File: src/rtl/uart_command_receiver_if.sv
// uart_command_receiver_if: received-byte and decoded-command bundle.
// The receiver drives it as master; the game controller listens as slave.
interface uart_command_receiver_if;
    logic [7:0] rx_byte;
    logic       rx_byte_valid;
    logic       framing_error;
    logic       start_game;
    logic       difficulty_valid;
    logic       difficulty;
    logic       move_valid;
    logic [1:0] move_dir;
    logic       number_valid;
    logic [3:0] number;
    logic       cmd_error;

    modport master (
        output rx_byte, rx_byte_valid, framing_error,
        output start_game, difficulty_valid, difficulty,
        output move_valid, move_dir, number_valid, number,
        output cmd_error
    );

    modport slave (
        input rx_byte, rx_byte_valid, framing_error,
        input start_game, difficulty_valid, difficulty,
        input move_valid, move_dir, number_valid, number,
        input cmd_error
    );
endinterface

File: src/rtl/uart_command_receiver.sv
// uart_command_receiver: 8N1 16x-oversampled UART receiver plus framed command parser.
// Define CMD_STATE_FILTER_EN to gate accepted commands by current_state.
module uart_command_receiver #(
    parameter int unsigned CLOCK_FREQ     = 50000000,
    parameter int unsigned BAUD_RATE      = 115200,
    parameter int unsigned OVERSAMPLE     = 16,
    parameter int unsigned TIMEOUT_CYCLES = 2000000,
    parameter logic [7:0]  SYNC_BYTE      = 8'hA5
) (
    input  logic                   clock,
    input  logic                   reset,
    input  logic                   rx,
    input  logic [2:0]             current_state,
    uart_command_receiver_if.master bus
);
    localparam int unsigned DIV = CLOCK_FREQ / (BAUD_RATE * OVERSAMPLE);
    localparam int unsigned DW  = (DIV > 1) ? $clog2(DIV) : 1;
    localparam int unsigned OW  = (OVERSAMPLE > 1) ? $clog2(OVERSAMPLE) : 1;
    localparam int unsigned TW  = $clog2(TIMEOUT_CYCLES + 1);

    typedef enum logic [1:0] {R_IDLE, R_START, R_DATA, R_STOP} rx_state_t;
    typedef enum logic [1:0] {P_WAIT_SYNC, P_GET_CMD, P_GET_ARG, P_GET_CHK} p_state_t;

    logic          rx_s1, rx_s2, rx_s3;
    logic          fall;
    logic [DW-1:0] div_cnt;
    logic          tick;
    rx_state_t     rs, rs_n;
    logic [OW-1:0] tcnt;
    logic [2:0]    bcnt;
    logic [7:0]    shreg;
    logic          mid_start, mid_bit;
    logic [7:0]    byte_q;
    logic          byte_valid, ferr;

    always_ff @(posedge clock or negedge reset) begin
        if (!reset) begin
            {rx_s1, rx_s2, rx_s3} <= 3'b111;
        end else begin
            rx_s1 <= rx;
            rx_s2 <= rx_s1;
            rx_s3 <= rx_s2;
        end
    end

    assign fall = rx_s3 & ~rx_s2;
    assign tick = (div_cnt == DW'(DIV - 1));

    always_ff @(posedge clock or negedge reset) begin
        if (!reset)    div_cnt <= '0;
        else if (tick) div_cnt <= '0;
        else           div_cnt <= div_cnt + 1'b1;
    end

    assign mid_start = tick && (tcnt == OW'(OVERSAMPLE / 2 - 1));
    assign mid_bit   = tick && (tcnt == OW'(OVERSAMPLE - 1));

    always_ff @(posedge clock or negedge reset) begin
        if (!reset) rs <= R_IDLE;
        else        rs <= rs_n;
    end

    always_comb begin
        rs_n = rs;
        unique case (rs)
            R_IDLE:  if (fall) rs_n = R_START;
            R_START: if (mid_start) rs_n = rx_s2 ? R_IDLE : R_DATA;
            R_DATA:  if (mid_bit && bcnt == 3'd7) rs_n = R_STOP;
            R_STOP:  if (mid_bit) rs_n = R_IDLE;
            default: rs_n = R_IDLE;
        endcase
    end

    always_ff @(posedge clock or negedge reset) begin
        if (!reset) begin
            tcnt       <= '0;
            bcnt       <= '0;
            shreg      <= '0;
            byte_q     <= '0;
            byte_valid <= 1'b0;
            ferr       <= 1'b0;
        end else begin
            byte_valid <= 1'b0;
            ferr       <= 1'b0;
            if (rs == R_IDLE) begin
                tcnt <= '0;
                bcnt <= '0;
            end else if (tick) begin
                if ((rs == R_START && mid_start) || mid_bit) tcnt <= '0;
                else                                         tcnt <= tcnt + 1'b1;
            end
            if (rs == R_DATA && mid_bit) begin
                shreg <= {rx_s2, shreg[7:1]};
                bcnt  <= bcnt + 1'b1;
            end
            if (rs == R_STOP && mid_bit) begin
                if (rx_s2) begin
                    byte_q     <= shreg;
                    byte_valid <= 1'b1;
                end else begin
                    ferr <= 1'b1;
                end
            end
        end
    end

    p_state_t      ps, ps_n;
    logic [7:0]    cmd, arg;
    logic [TW-1:0] to_cnt;
    logic          timeout, frame_done, chk_ok;
    logic          is_start, is_diff, is_move, is_num;
    logic          a_start, a_diff, a_move, a_num;
    logic          go_start, go_diff, go_move, go_num;

    assign timeout    = (to_cnt == TW'(TIMEOUT_CYCLES));
    assign frame_done = byte_valid && (ps == P_GET_CHK);

    always_ff @(posedge clock or negedge reset) begin
        if (!reset) ps <= P_WAIT_SYNC;
        else        ps <= ps_n;
    end

    always_comb begin
        ps_n = ps;
        if (byte_valid) begin
            unique case (ps)
                P_WAIT_SYNC: if (byte_q == SYNC_BYTE) ps_n = P_GET_CMD;
                P_GET_CMD:   ps_n = P_GET_ARG;
                P_GET_ARG:   ps_n = P_GET_CHK;
                P_GET_CHK:   ps_n = P_WAIT_SYNC;
                default:     ps_n = P_WAIT_SYNC;
            endcase
        end else if (timeout) begin
            ps_n = P_WAIT_SYNC;
        end
    end

    always_ff @(posedge clock or negedge reset) begin
        if (!reset) begin
            to_cnt <= '0;
            cmd    <= '0;
            arg    <= '0;
        end else begin
            if (ps == P_WAIT_SYNC || byte_valid) to_cnt <= '0;
            else if (!timeout)                   to_cnt <= to_cnt + 1'b1;
            if (byte_valid && ps == P_GET_CMD) cmd <= byte_q;
            if (byte_valid && ps == P_GET_ARG) arg <= byte_q;
        end
    end

    always_comb begin
        chk_ok   = (byte_q == (cmd ^ arg));
        is_start = (cmd == 8'h01);
        is_diff  = (cmd == 8'h02) && (arg <= 8'd1);
        is_move  = (cmd == 8'h03) && (arg <= 8'd3);
        is_num   = (cmd == 8'h04) && (arg >= 8'd1) && (arg <= 8'd9);
    end

`ifdef CMD_STATE_FILTER_EN
    always_comb begin
        a_start = 1'b0;
        a_diff  = 1'b0;
        a_move  = 1'b0;
        a_num   = 1'b0;
        unique case (current_state)
            3'b000:         a_start = 1'b1;
            3'b001:         a_diff  = 1'b1;
            3'b011, 3'b100: begin
                a_move = 1'b1;
                a_num  = 1'b1;
            end
            default:        a_start = 1'b0;
        endcase
    end
`else
    logic unused_state;
    assign unused_state = ^current_state;
    assign a_start = 1'b1;
    assign a_diff  = 1'b1;
    assign a_move  = 1'b1;
    assign a_num   = 1'b1;
`endif

    assign go_start = chk_ok && is_start && a_start;
    assign go_diff  = chk_ok && is_diff  && a_diff;
    assign go_move  = chk_ok && is_move  && a_move;
    assign go_num   = chk_ok && is_num   && a_num;

    logic       start_q, diff_v_q, diff_q, move_v_q, num_v_q, err_q;
    logic [1:0] dir_q;
    logic [3:0] num_q;

    // Pulses land one clock after the checksum byte; arguments persist.
    always_ff @(posedge clock or negedge reset) begin
        if (!reset) begin
            start_q  <= 1'b0;
            diff_v_q <= 1'b0;
            diff_q   <= 1'b0;
            move_v_q <= 1'b0;
            dir_q    <= '0;
            num_v_q  <= 1'b0;
            num_q    <= '0;
            err_q    <= 1'b0;
        end else begin
            start_q  <= frame_done && go_start;
            diff_v_q <= frame_done && go_diff;
            move_v_q <= frame_done && go_move;
            num_v_q  <= frame_done && go_num;
            err_q    <= frame_done && !(go_start || go_diff || go_move || go_num);
            if (frame_done && go_diff) diff_q <= arg[0];
            if (frame_done && go_move) dir_q  <= arg[1:0];
            if (frame_done && go_num)  num_q  <= arg[3:0];
        end
    end

    assign bus.rx_byte          = byte_q;
    assign bus.rx_byte_valid    = byte_valid;
    assign bus.framing_error    = ferr;
    assign bus.start_game       = start_q;
    assign bus.difficulty_valid = diff_v_q;
    assign bus.difficulty       = diff_q;
    assign bus.move_valid       = move_v_q;
    assign bus.move_dir         = dir_q;
    assign bus.number_valid     = num_v_q;
    assign bus.number           = num_q;
    assign bus.cmd_error        = err_q;
endmodule

File: src/flat_wrapper.sv
// flat-port wrapper written by rule: the top's interface ports become plain ports
module uart_command_receiver_flat 
#(
    parameter int unsigned CLOCK_FREQ     = 50000000,
    parameter int unsigned BAUD_RATE      = 115200,
    parameter int unsigned OVERSAMPLE     = 16,
    parameter int unsigned TIMEOUT_CYCLES = 2000000,
    parameter logic [7:0]  SYNC_BYTE      = 8'hA5
)
  (clock, reset, rx, current_state, bus_rx_byte, bus_rx_byte_valid, bus_framing_error, bus_start_game, bus_difficulty_valid, bus_difficulty, bus_move_valid, bus_move_dir, bus_number_valid, bus_number, bus_cmd_error);
  uart_command_receiver_if bus_i ();
  input  logic clock;
  input  logic reset;
  input  logic rx;
  input  logic [2:0] current_state;
  output wire logic [$bits(bus_i.rx_byte)-1:0] bus_rx_byte;
  output wire logic [$bits(bus_i.rx_byte_valid)-1:0] bus_rx_byte_valid;
  output wire logic [$bits(bus_i.framing_error)-1:0] bus_framing_error;
  output wire logic [$bits(bus_i.start_game)-1:0] bus_start_game;
  output wire logic [$bits(bus_i.difficulty_valid)-1:0] bus_difficulty_valid;
  output wire logic [$bits(bus_i.difficulty)-1:0] bus_difficulty;
  output wire logic [$bits(bus_i.move_valid)-1:0] bus_move_valid;
  output wire logic [$bits(bus_i.move_dir)-1:0] bus_move_dir;
  output wire logic [$bits(bus_i.number_valid)-1:0] bus_number_valid;
  output wire logic [$bits(bus_i.number)-1:0] bus_number;
  output wire logic [$bits(bus_i.cmd_error)-1:0] bus_cmd_error;
  assign bus_rx_byte = bus_i.rx_byte;
  assign bus_rx_byte_valid = bus_i.rx_byte_valid;
  assign bus_framing_error = bus_i.framing_error;
  assign bus_start_game = bus_i.start_game;
  assign bus_difficulty_valid = bus_i.difficulty_valid;
  assign bus_difficulty = bus_i.difficulty;
  assign bus_move_valid = bus_i.move_valid;
  assign bus_move_dir = bus_i.move_dir;
  assign bus_number_valid = bus_i.number_valid;
  assign bus_number = bus_i.number;
  assign bus_cmd_error = bus_i.cmd_error;
  uart_command_receiver #(.CLOCK_FREQ(CLOCK_FREQ), .BAUD_RATE(BAUD_RATE), .OVERSAMPLE(OVERSAMPLE), .TIMEOUT_CYCLES(TIMEOUT_CYCLES), .SYNC_BYTE(SYNC_BYTE)) u_core (.clock(clock), .reset(reset), .rx(rx), .current_state(current_state), .bus(bus_i));
endmodule
File: config.mk
export PLATFORM = sky130hd
export DESIGN_NAME = uart_command_receiver_flat
export DESIGN_NICKNAME = d
export VERILOG_FILES = /design/src/rtl/uart_command_receiver_if.sv /design/src/rtl/uart_command_receiver.sv /design/src/flat_wrapper.sv
export SDC_FILE = /design/constraint.sdc
export NUM_CORES = 1
export LEC_CHECK = 0
export ABC_AREA = 1
export ABC_CLOCK_PERIOD_IN_PS = 1650
export CAP_MARGIN = 20
export CORE_MARGIN = 1.5
export CORE_UTILIZATION = 35
export CTS_CLUSTER_SIZE = 40
export DETAILED_ROUTE_END_ITERATION = 8
export SETUP_SLACK_MARGIN = 0.5
export SYNTH_ARGS = -nofsm -noshare
export SYNTH_HDL_FRONTEND = slang
export SYNTH_SLANG_ARGS = --single-unit
File: constraint.sdc
create_clock -name clock -period 1.65 [get_ports clock]
set_clock_uncertainty 0.1 [all_clocks]
set_input_delay 0.495 -clock clock [delete_from_list [all_inputs] [get_ports clock]]
set_output_delay 0.495 -clock clock [all_outputs]
set_load 0.03 [all_outputs]
==> metrics.txt <==
# TYPE chip_impl_metric gauge
chip_impl_metric{name="worstRegToRegCells",unit=""} 10
chip_impl_metric{name="syn-mean-instance-area",unit="um^2"} 7.81
chip_impl_metric{name="report.final.hold_viol_count",unit=""} 19
chip_impl_metric{name="final_min_period_over_clock_period",unit=""} 1.03
chip_impl_metric{name="number_of_global_route_vias_before_repair",unit=""} 4241
chip_impl_metric{name="utilization",unit=""} 0.568
chip_impl_metric{name="place.detailed.instances",unit=""} 807
chip_impl_metric{name="maxSlewHeadroom",unit=""} 0.698
chip_impl_metric{name="min_clock_period_post_route",unit="ps"} 1710
chip_impl_metric{name="final.hold.worst_slack",unit="ps"} -27.4
chip_impl_info{name="critical_path_start_type",value="flip-flop"} 1
chip_impl_metric{name="via_count",unit=""} 4320
chip_impl_metric{name="gr-usage-all-layers",unit=""} 0.190
chip_impl_metric{name="finalWeightedCongestion",unit=""} 0.883
chip_impl_metric{name="vdd_drop_max",unit="mV"} 0.478
chip_impl_info{name="violations_in_the_final_reports",value="hold timing, setup timing"} 1
chip_impl_metric{name="placementRows",unit=""} 41
chip_impl_metric{name="yosysSeqAreaShare",unit=""} 0.480
chip_impl_metric{name="avgViaCountPerCell",unit=""} 4.85
chip_impl_metric{name="place_ws",unit="ps"} -44.1
chip_impl_info{name="grt_setup_unrepaired",value="yes"} 1
chip_impl_metric{name="synth_cell_types",unit=""} 28
chip_impl_metric{name="worst_slack",unit="ps"} -57.4
chip_impl_metric{name="dpl.hpwl",unit="um"} 7320
chip_impl_metric{name="synth_seq_cells",unit=""} 86
chip_impl_info{name="cts_tree",value="built"} 1
chip_impl_metric{name="routed_wl",unit="um"} 12500
chip_impl_metric{name="max-clock-path-buffers",unit=""} 2
chip_impl_metric{name="fp.dieArea",unit="um^2"} 13500
chip_impl_metric{name="drc",unit=""} 0
chip_impl_metric{name="power.static_leakage",unit="nW"} 3.30
chip_impl_metric{name="final_global_route_overflow_total",unit=""} 0
chip_impl_metric{name="total_core_area",unit="um^2"} 12600
chip_impl_info{name="run_status",value="finished, violations left"} 1
chip_impl_info{name="worstPathCellList",value="ha_2, nand2_2, nor2_4, nand2_4, nor2_4, nand2_4, buf_12, buf_6, nor3_4, nor3_2"} 1
chip_impl_metric{name="setup_tns",unit="ps"} -772
chip_impl_metric{name="arrival",unit="ps"} 1830
chip_impl_metric{name="synthesis.instances",unit=""} 575
chip_impl_metric{name="yosysWarnings",unit=""} 0
chip_impl_metric{name="clk_pin_slew",unit="ps"} 60
chip_impl_metric{name="chipWidth",unit="um"} 116
chip_impl_metric{name="cp_slowest_stage_delay",unit="ps"} 370
chip_impl_metric{name="synth.net_count",unit=""} 592
chip_impl_metric{name="drt-pass1-iter-count",unit=""} 4
chip_impl_info{name="cts.root.buffer_cell",value="sky130_fd_sc_hd__clkbuf_16"} 1
chip_impl_metric{name="share_of_final_layout_standard_cells_stronger_than_drive_strength_1",unit=""} 0.545
chip_impl_metric{name="finish.net_count",unit=""} 730
chip_impl_metric{name="worst_margin_slew",unit="ps"} 453
chip_impl_metric{name="fin_total_pwr",unit="mW"} 4.42
chip_impl_metric{name="first_pass_grt_wire_length",unit="um"} 20000
chip_impl_metric{name="antenna_left",unit=""} 0
chip_impl_metric{name="htree_levels",unit=""} 3
chip_impl_metric{name="ios",unit=""} 28
chip_impl_metric{name="final-setup-viol-count",unit=""} 24
chip_impl_info{name="cp-end-kind",value="flip-flop"} 1
chip_impl_info{name="path_class",value="reg2reg"} 1
chip_impl_metric{name="critical_path_peak_fanout",unit=""} 2
chip_impl_info{name="worstReg2RegStart",value="u_core.to_cnt[1]"} 1
chip_impl_info{name="hold_path_class",value="in2async"} 1
chip_impl_metric{name="post_synthesis_instance_area",unit="um^2"} 4490
chip_impl_metric{name="worst-r2r-setup-slack",unit="ps"} -60
chip_impl_info{name="cp_slowest_cell",value="sky130_fd_sc_hd__dfrtp_1"} 1
chip_impl_metric{name="cellPowerDensity",unit="nW/um^2"} 620
chip_impl_info{name="reg2reg_capture_point",value="u_core.to_cnt[14]"} 1
chip_impl_metric{name="post_drt_wl_per_cell",unit="um"} 14.0
chip_impl_metric{name="numCtsBuffers",unit=""} 9
chip_impl_metric{name="io_buffer_count",unit=""} 24
chip_impl_metric{name="max_cap_viol_count",unit=""} 0
chip_impl_metric{name="clock_latency_on_the_worst_skew_pair",unit="ps"} 340
chip_impl_metric{name="antenna-diode-count",unit=""} 0
chip_impl_metric{name="floorplan.initialDensity",unit=""} 0.357
chip_impl_metric{name="grt_antenna_before_repair",unit=""} 0
chip_impl_metric{name="final_cell_count_no_fill",unit=""} 890
chip_impl_metric{name="syn_to_final_growth",unit="%"} 58.8
chip_impl_metric{name="chip_height",unit="um"} 116
chip_impl_info{name="final_common_cell",value="sky130_fd_sc_hd__nand2_1"} 1
chip_impl_metric{name="clkSinkCount",unit=""} 86
chip_impl_metric{name="largest_net_degree_at_the_start_of_global_routing",unit=""} 27
chip_impl_metric{name="slew_viols_final",unit=""} 0
chip_impl_info{name="top_library_cells_by_usage_in_the_layout_fill_and_taps_aside",value="sky130_fd_sc_hd__nand2_1 (98), sky130_fd_sc_hd__nand2_2 (65), sky130_fd_sc_hd__dfrtp_1 (63), sky130_fd_sc_hd__buf_4 (63), sky130_fd_sc_hd__buf_6 (62)"} 1
chip_impl_metric{name="max_clock_freq",unit="MHz"} 586
chip_impl_metric{name="worstPathRequired",unit="ps"} 1770
chip_impl_metric{name="initialDrtViolationCount",unit=""} 264
## metrics by stage
stage / hold slack, ps / cell area, um^2
3_5_place_dp: 247 / 5360
4_1_cts: -24.7 / 6640
6_report: -27.4 / 7130
3_3_place_gp: 247 / 5360
5_1_grt: -10.2 / 7130
2_1_floorplan: 99.4 / 4650
## worst max-delay path, delay by kind of cell (launching register included)
family	cells	cell delay (ps)
simple gates	7	680
fa+ha+maj	1	210
flops	1	370
buf+inv	2	240
## layer usage
metal | vias up | part of all wire | global-route usage
met5 | - | 0 | 0
met4 | 0 | 0.037 | 0.0951
li1 | 2128 | - | -
met1 | 2075 | 0.41 | 0.225
met3 | 40 | 0.026 | 0.0306
met2 | 77 | 0.53 | 0.333
## how the worst max path moves through the flow
stage                        endpoint  slack, ps         startpoint
6_report            u_core.to_cnt[14]        -60   u_core.to_cnt[1]
5_1_grt        u_core.bus.move_dir[1]       -160      u_core.arg[2]
2_1_floorplan         u_core.shreg[5]          5  u_core.div_cnt[0]
3_3_place_gp             u_core.rs[0]        -20  u_core.div_cnt[0]
4_1_cts         u_core.bus.rx_byte[5]        -10  u_core.div_cnt[0]
3_5_place_dp          u_core.shreg[6]        -40  u_core.div_cnt[0]
## cell families after synthesis
kind of cell / count (synthesis) / share of synthesized area
and+or+nand+nor: 315 / 0.318
buffers and inverters: 88 / 0.0783
DFF: 86 / 0.480
AOI/OAI and AO/OA: 72 / 0.0869
adders and majority gates: 11 / 0.0306
xor gates and xnor gates: 3 / 0.00585
## power by group
group	switching [mW]	leakage, nW	internal (mW)	total, mW
logic	0.0860	2.01	0.0363	0.122
clock network	0.809	0.155	1.34	2.15
registers	0.0206	1.14	2.13	2.15
## registers in the layout (all words and copies together), names as in the netlist, 4 cells and up, named ones only
register	count
u_core.bus.rx_byte	8
u_core.tcnt	4
u_core.cmd	8
u_core.shreg	8
u_core.div_cnt	5
u_core.to_cnt	21
u_core.bus.number	4
u_core.arg	8
## cells in the mapped netlist
master / n / area share
sky130_fd_sc_hd__nand2_2: 9 / 0.013
sky130_fd_sc_hd__nor3_2: 1 / 0.0022
sky130_fd_sc_hd__nand4_1: 17 / 0.024
sky130_fd_sc_hd__nand3_2: 3 / 0.0067
sky130_fd_sc_hd__nor4_1: 3 / 0.0042
sky130_fd_sc_hd__xor2_1: 3 / 0.0059
sky130_fd_sc_hd__inv_2: 8 / 0.0067
sky130_fd_sc_hd__dfstp_2: 3 / 0.018
sky130_fd_sc_hd__ha_1: 11 / 0.031
sky130_fd_sc_hd__nor2_2: 7 / 0.0097
sky130_fd_sc_hd__o21ai_2: 8 / 0.016
sky130_fd_sc_hd__nor2b_1: 1 / 0.0014
sky130_fd_sc_hd__or3_1: 1 / 0.0014
sky130_fd_sc_hd__buf_6: 2 / 0.0050
sky130_fd_sc_hd__nand2_1: 167 / 0.14
sky130_fd_sc_hd__o21ai_1: 7 / 0.0078
sky130_fd_sc_hd__nand3_1: 43 / 0.048
sky130_fd_sc_hd__nor3_1: 13 / 0.014
sky130_fd_sc_hd__inv_1: 71 / 0.059
sky130_fd_sc_hd__nor2_1: 43 / 0.036
sky130_fd_sc_hd__clkbuf_1: 2 / 0.0017
sky130_fd_sc_hd__o21ai_0: 37 / 0.041
sky130_fd_sc_hd__buf_2: 5 / 0.0056
sky130_fd_sc_hd__nor2_4: 5 / 0.013
sky130_fd_sc_hd__dfrtp_1: 83 / 0.46
sky130_fd_sc_hd__nand4_4: 1 / 0.0047
sky130_fd_sc_hd__and3_1: 1 / 0.0014
sky130_fd_sc_hd__a21oi_1: 20 / 0.022
## layout make-up
class                      instances  area [um^2]
clock buffer                      14          284
clock inverter                     2         37.5
fill                            1050         5440
inverter                          79          312
multi-input combinational        404         2800
sequential                        86         2180
tap                              172          215
timing repair buffer             133         1310
## timing repair
item,CTS,global route
setup buffers,42,20
endpoints found under the setup margin,105,105
gates resized for setup,252,109
cloned,5,0
hold endpoints to repair,19,19
pin swaps,50,57
Note: power is estimated with default switching activity, not from simulation.
